==> src/rtl/m2_pkg.sv <==
// Shared types and constants for the Milestone 2 SRAM block mover.
package m2_pkg;

    typedef enum logic [2:0] {
        S_M2_IDLE,
        S_M2_FETCH,
        S_M2_FETCH_DRAIN,
        S_M2_WRITE,
        S_M2_WRITE_DRAIN,
        S_M2_DONE
    } m2_state_type;

    // Pre-IDCT coefficient regions, one signed word per sample
    localparam logic [17:0] SP_Y_BASE  = 18'd76800;
    localparam logic [17:0] SP_U_BASE  = 18'd153600;
    localparam logic [17:0] SP_V_BASE  = 18'd192000;

    // Finished sample regions, two 8-bit samples per word
    localparam logic [17:0] OUT_Y_BASE = 18'd0;
    localparam logic [17:0] OUT_U_BASE = 18'd38400;
    localparam logic [17:0] OUT_V_BASE = 18'd57600;

    localparam int Y_BLOCKS     = 1200;
    localparam int UV_BLOCKS    = 600;
    localparam int TOTAL_BLOCKS = 2400;

endpackage

==> src/rtl/m2_block_addr_gen.sv <==
// Maps (block index, row, column, direction) to an 18-bit SRAM word address.
// Row strides of 320/160/80 are built from shifts and adds.
module m2_block_addr_gen
    import m2_pkg::*;
#(
    parameter int IMG_W = 320,
    parameter int IMG_H = 240
)
(
    input  logic [11:0] blk_idx,
    input  logic [2:0]  row,
    input  logic [2:0]  col,
    input  logic        wr,
    output logic [17:0] addr
);

    localparam int          Y_BCOLS = IMG_W / 8;
    localparam int          C_BCOLS = IMG_W / 16;
    localparam int          BROWS   = IMG_H / 8;
    localparam logic [11:0] U_START = 12'(BROWS * Y_BCOLS);
    localparam logic [11:0] V_START = 12'(BROWS * (Y_BCOLS + C_BCOLS));

    logic        is_y;
    logic        is_u;
    logic [11:0] rel;
    logic [4:0]  by;
    logic [5:0]  bx;
    logic [17:0] line;

    // Segment decode, block position within the segment, then address sum
    always_comb begin
        is_y = (blk_idx < U_START);
        is_u = !is_y && (blk_idx < V_START);
        rel  = blk_idx;
        if (is_u) begin
            rel = blk_idx - U_START;
        end else if (!is_y) begin
            rel = blk_idx - V_START;
        end
        if (is_y) begin
            by = 5'(rel / 12'(Y_BCOLS));
            bx = 6'(rel % 12'(Y_BCOLS));
        end else begin
            by = 5'(rel / 12'(C_BCOLS));
            bx = 6'(rel % 12'(C_BCOLS));
        end
        // Image row is by*8+r, which is just a concatenation
        line = {10'd0, by, row};
        if (!wr) begin
            if (is_y) begin
                addr = SP_Y_BASE + (line << 8) + (line << 6)
                     + {9'd0, bx, 3'd0} + {15'd0, col};
            end else begin
                addr = (is_u ? SP_U_BASE : SP_V_BASE) + (line << 7) + (line << 5)
                     + {9'd0, bx, 3'd0} + {15'd0, col};
            end
        end else begin
            if (is_y) begin
                addr = OUT_Y_BASE + (line << 7) + (line << 5)
                     + {10'd0, bx, 2'd0} + {16'd0, col[2:1]};
            end else begin
                addr = (is_u ? OUT_U_BASE : OUT_V_BASE) + (line << 6) + (line << 4)
                     + {10'd0, bx, 2'd0} + {16'd0, col[2:1]};
            end
        end
    end

endmodule

==> src/rtl/m2_block_mover.sv <==
// Milestone 2 SRAM mover: fetches 8x8 S' blocks into the IDCT buffer and
// writes packed 8-bit S blocks back to the Y/U/V output regions.
module m2_block_mover
    import m2_pkg::*;
#(
    parameter int IMG_W = 320,
    parameter int IMG_H = 240
)
(
    input  logic        Clock,
    input  logic        Resetn,
    input  logic        cmd_valid,
    input  logic        cmd_write,
    output logic        cmd_ready,
    output logic        done,
    output logic        last_block,
    output logic [17:0] SRAM_address,
    output logic [15:0] SRAM_write_data,
    output logic        SRAM_we_n,
    input  logic [15:0] SRAM_read_data,
    output logic [5:0]  sp_addr,
    output logic [15:0] sp_wdata,
    output logic        sp_we,
    output logic [4:0]  s_addr,
    input  logic [15:0] s_rdata
);

    localparam logic [11:0] LAST_IDX = 12'(TOTAL_BLOCKS - 1);

    m2_state_type state_q, state_d;
    logic [5:0]   cnt_q, cnt_d;
    logic [4:0]   s_addr_q, s_addr_d;
    logic [11:0]  fetch_idx_q, fetch_idx_d;
    logic [11:0]  write_idx_q, write_idx_d;
    logic         wr_mode_q, wr_mode_d;
    logic [17:0]  sram_addr_q, sram_addr_d;
    logic         we_n_q, we_n_d;
    logic         rd_vld_p1_q, rd_vld_p1_d;
    logic [5:0]   rd_idx_p1_q, rd_idx_p1_d;
    logic         sp_we_q, sp_we_d;
    logic [5:0]   sp_addr_q, sp_addr_d;

    logic [11:0]  gen_blk;
    logic [5:0]   gen_k;
    logic         gen_wr;
    logic [2:0]   gen_r;
    logic [2:0]   gen_c;
    logic [17:0]  gen_addr;

    // Address generator operands: fetch looks one sample ahead, write-back
    // registers the address of the word whose S data returns next cycle
    always_comb begin
        gen_wr  = 1'b0;
        gen_blk = fetch_idx_q;
        gen_k   = 6'd0;
        case (state_q)
            S_M2_FETCH: gen_k = cnt_q + 6'd1;
            S_M2_WRITE: begin
                gen_wr  = 1'b1;
                gen_blk = write_idx_q;
                gen_k   = cnt_q;
            end
            default: ;
        endcase
        if (gen_wr) begin
            gen_r = gen_k[4:2];
            gen_c = {gen_k[1:0], 1'b0};
        end else begin
            gen_r = gen_k[5:3];
            gen_c = gen_k[2:0];
        end
    end

    m2_block_addr_gen #(
        .IMG_W (IMG_W),
        .IMG_H (IMG_H)
    ) u_addr_gen (
        .blk_idx (gen_blk),
        .row     (gen_r),
        .col     (gen_c),
        .wr      (gen_wr),
        .addr    (gen_addr)
    );

    // Next-state, counters and the read/write pipelines
    always_comb begin
        state_d     = state_q;
        cnt_d       = cnt_q;
        s_addr_d    = s_addr_q;
        fetch_idx_d = fetch_idx_q;
        write_idx_d = write_idx_q;
        wr_mode_d   = wr_mode_q;
        sram_addr_d = sram_addr_q;
        // SRAM data returns two cycles after the address is driven
        rd_vld_p1_d = (state_q == S_M2_FETCH);
        rd_idx_p1_d = cnt_q;
        sp_we_d     = rd_vld_p1_q;
        sp_addr_d   = rd_vld_p1_q ? rd_idx_p1_q : sp_addr_q;
        // S buffer data returns one cycle after s_addr, aligned with the write
        we_n_d      = (state_q != S_M2_WRITE);

        case (state_q)
            S_M2_IDLE: begin
                if (cmd_valid) begin
                    wr_mode_d = cmd_write;
                    cnt_d     = 6'd0;
                    s_addr_d  = 5'd0;
                    if (cmd_write) begin
                        state_d = S_M2_WRITE;
                    end else begin
                        state_d     = S_M2_FETCH;
                        sram_addr_d = gen_addr;
                    end
                end
            end
            S_M2_FETCH: begin
                if (cnt_q == 6'd63) begin
                    state_d = S_M2_FETCH_DRAIN;
                end else begin
                    cnt_d       = cnt_q + 6'd1;
                    sram_addr_d = gen_addr;
                end
            end
            S_M2_FETCH_DRAIN: begin
                if (sp_we_q && (sp_addr_q == 6'd63)) begin
                    state_d = S_M2_DONE;
                end
            end
            S_M2_WRITE: begin
                sram_addr_d = gen_addr;
                if (cnt_q == 6'd31) begin
                    state_d = S_M2_WRITE_DRAIN;
                end else begin
                    cnt_d    = cnt_q + 6'd1;
                    s_addr_d = 5'(cnt_q + 6'd1);
                end
            end
            S_M2_WRITE_DRAIN: begin
                if (!we_n_q) begin
                    state_d = S_M2_DONE;
                end
            end
            S_M2_DONE: begin
                state_d = S_M2_IDLE;
                if (wr_mode_q) begin
                    write_idx_d = (write_idx_q == LAST_IDX) ? 12'd0 : write_idx_q + 12'd1;
                end else begin
                    fetch_idx_d = (fetch_idx_q == LAST_IDX) ? 12'd0 : fetch_idx_q + 12'd1;
                end
            end
            default: state_d = S_M2_IDLE;
        endcase
    end

    // State and pipeline registers; reset aborts any command in flight
    always_ff @(posedge Clock or negedge Resetn) begin
        if (!Resetn) begin
            state_q     <= S_M2_IDLE;
            cnt_q       <= 6'd0;
            s_addr_q    <= 5'd0;
            fetch_idx_q <= 12'd0;
            write_idx_q <= 12'd0;
            wr_mode_q   <= 1'b0;
            sram_addr_q <= 18'd0;
            we_n_q      <= 1'b1;
            rd_vld_p1_q <= 1'b0;
            rd_idx_p1_q <= 6'd0;
            sp_we_q     <= 1'b0;
            sp_addr_q   <= 6'd0;
        end else begin
            state_q     <= state_d;
            cnt_q       <= cnt_d;
            s_addr_q    <= s_addr_d;
            fetch_idx_q <= fetch_idx_d;
            write_idx_q <= write_idx_d;
            wr_mode_q   <= wr_mode_d;
            sram_addr_q <= sram_addr_d;
            we_n_q      <= we_n_d;
            rd_vld_p1_q <= rd_vld_p1_d;
            rd_idx_p1_q <= rd_idx_p1_d;
            sp_we_q     <= sp_we_d;
            sp_addr_q   <= sp_addr_d;
        end
    end

    assign cmd_ready       = (state_q == S_M2_IDLE);
    assign done            = (state_q == S_M2_DONE);
    assign last_block      = done && ((wr_mode_q ? write_idx_q : fetch_idx_q) == LAST_IDX);
    assign SRAM_address    = sram_addr_q;
    assign SRAM_we_n       = we_n_q;
    assign SRAM_write_data = we_n_q ? 16'd0 : s_rdata;
    assign sp_we           = sp_we_q;
    assign sp_addr         = sp_addr_q;
    assign sp_wdata        = sp_we_q ? SRAM_read_data : 16'd0;
    assign s_addr          = s_addr_q;

endmodule

==> config.mk <==
export PLATFORM = sky130hd
export DESIGN_NAME = m2_block_mover
export DESIGN_NICKNAME = d
export VERILOG_FILES = /design/src/rtl/m2_pkg.sv /design/src/rtl/m2_block_addr_gen.sv /design/src/rtl/m2_block_mover.sv
export SDC_FILE = /design/constraint.sdc
export NUM_CORES = 1
export LEC_CHECK = 0
export CORE_AREA = 2 2 145 147
export CTS_CLUSTER_DIAMETER = 150
export DETAILED_ROUTE_END_ITERATION = 6
export DIE_AREA = 0 0 147 149
export GPL_TIMING_DRIVEN = 0
export SYNTH_ARGS = -nofsm -noshare
export SYNTH_HDL_FRONTEND = slang
export SYNTH_HIERARCHICAL = 1
export SYNTH_SLANG_ARGS = --single-unit
==> constraint.sdc <==
create_clock -name Clock -period 40.9 [get_ports Clock]
set_input_delay 8.18 -clock Clock [delete_from_list [all_inputs] [get_ports Clock]]
set_output_delay 8.18 -clock Clock [all_outputs]
set_load 0.005 [all_outputs]
==> results.txt <==
Most frequent cells in the layout: 100 x clkdlybuf4s50_1, 86 x ha_1, 73 x nand2_1
DR vias/cell: 5.30
Inserted Diodes: 0
Hpwl dp: 15100 µm
Fraction of synthesized cell area in xor and xnor cells: 0.0679
LEAKAGE: 4.51 nW
Max stage delay cell, worst path: nor3_2
Synth Area in Simple Gates: 0.206
TritonCTS Buffers: 9
Syn nets: 1052
Post-CTS sizing: 0
Worst hold start: rd_vld_p1_q
Routed WL: 19400 µm
Clk slew on worst S/H paths: 60 ps
Worst path most repeated cell: o21a_1
Die Wd: 147 µm
Arrival @ worst endpoint: 22420 ps
R2R Path Start: state_q[2]
Final TNS setup: 0 ps
Post-synthesis mux area share: 0.0967
GRT overflow: 0
DRC: 0
R2r endpoint: SRAM_address[15]
Tcrit/Tclk final: 0.543
Share of cells above drive strength 1: 0.111
Final Hold Fails: 0
Clock Latency Late Sink: 340 ps
# hold bufs at CTS: 0
RSZ-0062 raised after global routing: false
Worst Path Required: 41130 ps
Mapped cell area: 7990 µm²
IO buf count: 101
Ys async rst share: 1.00
Number of synthesized flops with an enable pin: 0
H-tree depth: 3
Chip Height: 149 µm
Mapped Avg Cell Area: 8.69 µm²
Routed len/inst: 14.7 µm
Nets: 1166
Worst reg2reg path depth: 87
Type of the worst min-delay path: reg -> reg
Final setup viols: 0
Main flop type after synthesis: dfrtp_1
Post-synthesis to final-layout area growth: 21.1%
Fmax achieved: 45.1 MHz
# rows: 53
Hold depth: 0
Max_slew headroom: 0.217
Adder-Cell Fraction of Synth Area: 0.160
Placed Area: 9390 µm²
# IOs: 102
Number of global-route vias before repair: 6806
Compound-Gate Fraction of Synth Area: 0.193
Status: finished clean
Min-Delay Endpoint: sp_we
Worst setup SP type: flip-flop
Most common cell after layout, fill and taps aside: clkdlybuf4s50_1
Power density over cell area: 15.9 nW/µm²
Setup bufs post-CTS: 0
Die Footprint: 21900 µm²
Final Slew Violations: 0
Crit path max fanout: 13
Clock buffer depth: 2
Slew @ Worst Pin: 1170 ps
Total number of vias: 6964
CP endpoint kind: flip-flop
Drt pass-1 iters: 5
Max-cap violations: 0
Maximum VDD drop: 0.0138 mV
Clock root cell: clkbuf_16
Crit Path Class: reg -> reg
Synth cell types: 89
Synth Instances: 920
RD Place Congestion: 0.857
R2R setup slack: 18710 ps
Largest net degree at the start of global routing: 64
First-pass GRT wire length: 32900 µm
Flops & latches, synth: 72
Synth warn: 6
Initial DRC Count: 366
Sequential fraction of the synthesis area: 0.226
Main combinational cell family by area after synthesis: simple AND/OR/NAND/NOR gates
Initial core utilization: 0.389
Final Cell Area: 9680 µm²
# fillers: 2009
CTS tree: built
Num Clock Sinks: 72
Antenna Nets Post-Route: 0
Total global routing track utilization: 0.181
Clock skew: 3.98 ps
Core ar.: 20600 µm²
Fin crit period: 22190 ps
Crit-path max cell delay: 700 ps
Initial antenna violation count: 0
## sequential cells by signal (all words and copies together), names as in the netlist, 3 cells and up
signal / count
SRAM_address: 18
fetch_idx_q: 12
write_idx_q: 12
cnt_q: 6
rd_idx_p1_q: 6
sp_addr: 6
s_addr: 5
state_q: 3
## synth_stat cells, types with 21 or more instances
library cell / count / area share
o21ai_0: 44 / 0.028
nor3_1: 33 / 0.021
o21a_1: 23 / 0.022
inv_1: 57 / 0.027
ha_1: 86 / 0.13
dfrtp_1: 71 / 0.22
a21oi_1: 54 / 0.034
nand2_1: 73 / 0.034
mux2_2: 28 / 0.039
nor2_1: 64 / 0.030
nor2b_1: 31 / 0.024
xor2_1: 21 / 0.023
xnor2_1: 41 / 0.045
## where the power goes
group          switching, mW  internal, mW  leakage (nW)
Sequential                 0        0.0712         0.930
Combinational        0.00186       0.00338          3.43
Clock                 0.0342        0.0430         0.146
Total                 0.0361         0.118          4.51
## metrics by stage
| step | total power, mW | cells | util | hold slack [ps] | setup slack (ps) |
|---|---|---|---|---|---|
| 3_3_place_gp | 0.0776 | 1296 | 0.455 | 356 | 18580 |
| 4_1_cts | 0.156 | 1314 | 0.471 | 386 | 18750 |
| 3_5_place_dp | 0.0779 | 1298 | 0.457 | 370 | 18860 |
| 2_1_floorplan | 0.0729 | 920 | - | 349 | 22210 |
| 6_report | 0.154 | 1314 | 0.471 | 387 | 18710 |
| 5_1_grt | 0.160 | 1314 | 0.471 | 396 | 16740 |
## critical path: cells and delay by family (launching register included)
kind            cells  cell delay (ps)
simple gates       22             4320
compound gates     38             8960
buf+inv             9             2450
fa+ha+maj          11             3500
flops               1              430
mux                 7             2360
## area by class of cell
type                       instances  area [µm²]  share of cell area
tap                              275         344              0.0355
timing repair buffer             103        1050               0.109
clock inverter                     7        66.3             0.00685
multi-input combinational        754        5780               0.597
sequential                        72        1800               0.186
buffer                            33         178              0.0184
inverter                          61         234              0.0242
clock buffer                       9         225              0.0233
## metal layers
metal	global-route usage	share of wire	up-vias
li1	-	-	3530
met1	0.244	0.48	3303
met2	0.307	0.48	118
met3	0.0260	0.034	13
met4	0.0433	0.011	0
met5	0	0	-
## cells by family after synthesis
kind of cell | count (synthesis)
mux | 62
buf+inv | 94
simple gates | 310
xor+xnor | 62
compound gates | 224
flops | 72
fa+ha+maj | 96
## worst max path at each step
stage	from	end	slack, ps	cells after the start
final	state_q[2]	SRAM_address[15]	18710	87
after global routing	state_q[2]	SRAM_address[15]	16740	90
after CTS	state_q[2]	SRAM_address[15]	18750	90
after detailed placement	state_q[2]	SRAM_address[15]	18860	90
after global placement	state_q[2]	SRAM_address[15]	18580	86
after floorplan	state_q[2]	SRAM_address[15]	22210	87
(Power assumes the default switching activity.)
==> RTL edit: new RTL, config.mk and constraints unchanged <==
Reset style: synchronous (`Resetn`), changed in one clocked block.
--- a/src/rtl/m2_block_mover.sv
+++ b/src/rtl/m2_block_mover.sv
@@ -153,7 +153,7 @@
     end
 
     // State and pipeline registers; reset aborts any command in flight
-    always_ff @(posedge Clock or negedge Resetn) begin
+    always_ff @(posedge Clock) begin
         if (!Resetn) begin
             state_q     <= S_M2_IDLE;
             cnt_q       <= 6'd0;
Function: differs if Resetn is asserted again (counterexample within 4 cycles, from zero or initial values and one cycle with Resetn low); with Resetn held inactive, the same outputs for 10 cycles.
==> RTL edit against the unedited design <==
  * Synthesized cell count is 8.9% higher
  * Design area fell by 1.0%
  * Sequential cell count did not move
  * Synthesized area down 0.78%
  * Final cell count increased by 6.0%
  * Worst hold slack improved by 72 ps
  * Sequential share of layout area fell by 3.6 points
  * Wire length rose by 6.4%
  * Worst setup slack gained 610 ps
  * Count of clock-buffer cells in the layout grew 1
  * First-iteration DRC count fell by 3.6%
  * Core utilization decreased by 0.47 points
  * Maximum frequency up 2.8%
  * Critical path type unchanged
  * Largest cell class unchanged
Power is not compared: it rests on default switching activity, and its combinational part moved more than twofold at a synthesized area within 25%.
==> RTL edit: results (changes against the unedited design) <==
----------------------------------------------------
[Min path]
  Count of cells along the worst hold path ... 2 (+2)
  Hold Path Sink ... SRAM_address[5]

[Route]
  Total met2 wirelength after detailed routing ... 9.321 mm (+1.1%)
  Via density ... 5.330 (+0.56%)
  Wire length per cell after detailed routing ... 14.79 um (+0.37%)
  Detailed Routing Iterations Pass 1 ... 4 (-1)
  Via count ... 7424 (+6.6%)
  Metal3 WL ... 974 um (+48%)
  1st-iter DRT viols ... 353 (-3.6%)

[Placement]
  Area after detailed placement ... 9276 um2 (-1.2%)
  Setup slack after placement ... 18690 ps (-175.3 ps)
  Inst Count DP ... 1377 (+6.1%)
  Final weighted congestion in routability-driven placement ... 0.8675 (+1.2%)
  DP HPWL ... 16.24 mm (+7.6%)
  Number of buffer cells added on primary ports ... 100 (-0.99%)

[Setup path]
  Crit-path max FO ... 25 (+12)
  Worst Setup SP ... state_q[0]
  Reg2reg path depth ... 89 (+2.3%)

[Synthesis]
  Count of cell types in the netlist ... 93 (+4.5%)
  Syn Inst Count ... 1002 (+8.9%)
  Post-Synthesis Net Count ... 1134 (+7.8%)
  Top cells by area in the synthesized netlist ... sky130_fd_sc_hd__dfxtp_1, sky130_fd_sc_hd__ha_1, sky130_fd_sc_hd__nand2_1, sky130_fd_sc_hd__mux2i_1, sky130_fd_sc_hd__xnor2_1
  Fraction of registers with async set/reset ... 0% (-100 points)
  Commonest cells in the synthesized netlist ... sky130_fd_sc_hd__nand2_1, sky130_fd_sc_hd__ha_1, sky130_fd_sc_hd__dfxtp_1
  Primary FF master, synth ... sky130_fd_sc_hd__dfxtp_1

[GRT]
  Global-route wire length before repair ... 34.64 mm (+5.3%)
  Pin count of the biggest net entering global routing ... 26 (-59%)

[Timing]
  Setup Skew ... 10.03 ps (+6.045 ps)
  Max_slew headroom ... 17.83% (-3.9 points)
  Worst hold-check slack ... 458.7 ps (+71.90 ps)

[Layout]
  Nets ... 1245 (+6.8%)
  Relative area of non-clock buffer cells in the final design ... 12.69% (about the same)
  Number of inserted filler cells in the final layout ... 2109 (+5.0%)
  Proportion of cell area occupied by multi-input gates ... 63.21% (+3.5 points)
  Non-clock inverters ... 57 (-6.6%)
  Multi-In Gates ... 832 (+10%)

[Outcome]
  Run status ... finished, final reports clean

----------------------------------------------------
RTL edit: worst max-delay path, delay by kind of cell, from the launching register on:
family / cells / cell delay [ps]
compound gates: 37 / 8180
fa+ha+maj: 11 / 3440
buf+inv: 11 / 3090
flops: 1 / 300
mux: 7 / 2150
simple gates: 23 / 4280
RTL edit: routing by layer:
metal,vias up,GRT usage [%]
met2,189,31.48
met1,3400,25.51
met3,24,3.089
li1,3811,-
met4,0,6.202
met5,-,0
RTL edit: logic make-up (layout without fill, tap and decap cells):
group	after synthesis	in the layout	synth area share, %
flip-flops	72	72	18.17
AO/OA/AOI/OAI	231	231	20.07
multiplexers	54	54	7.841
adder cells (fa/ha/maj)	96	96	16.09
XOR/XNOR	60	60	6.626
buffers and inverters	98	214	5.458
AND/OR/NAND/NOR	391	391	25.75
RTL edit: report_power, final:
group	switching, mW	internal [mW]	total, mW
clock	0.0318	0.0489	0.0807
sequential	0.00184	0.0725	0.0743
combinational	0.0183	0.0177	0.0361
total	0.0520	0.139	0.191
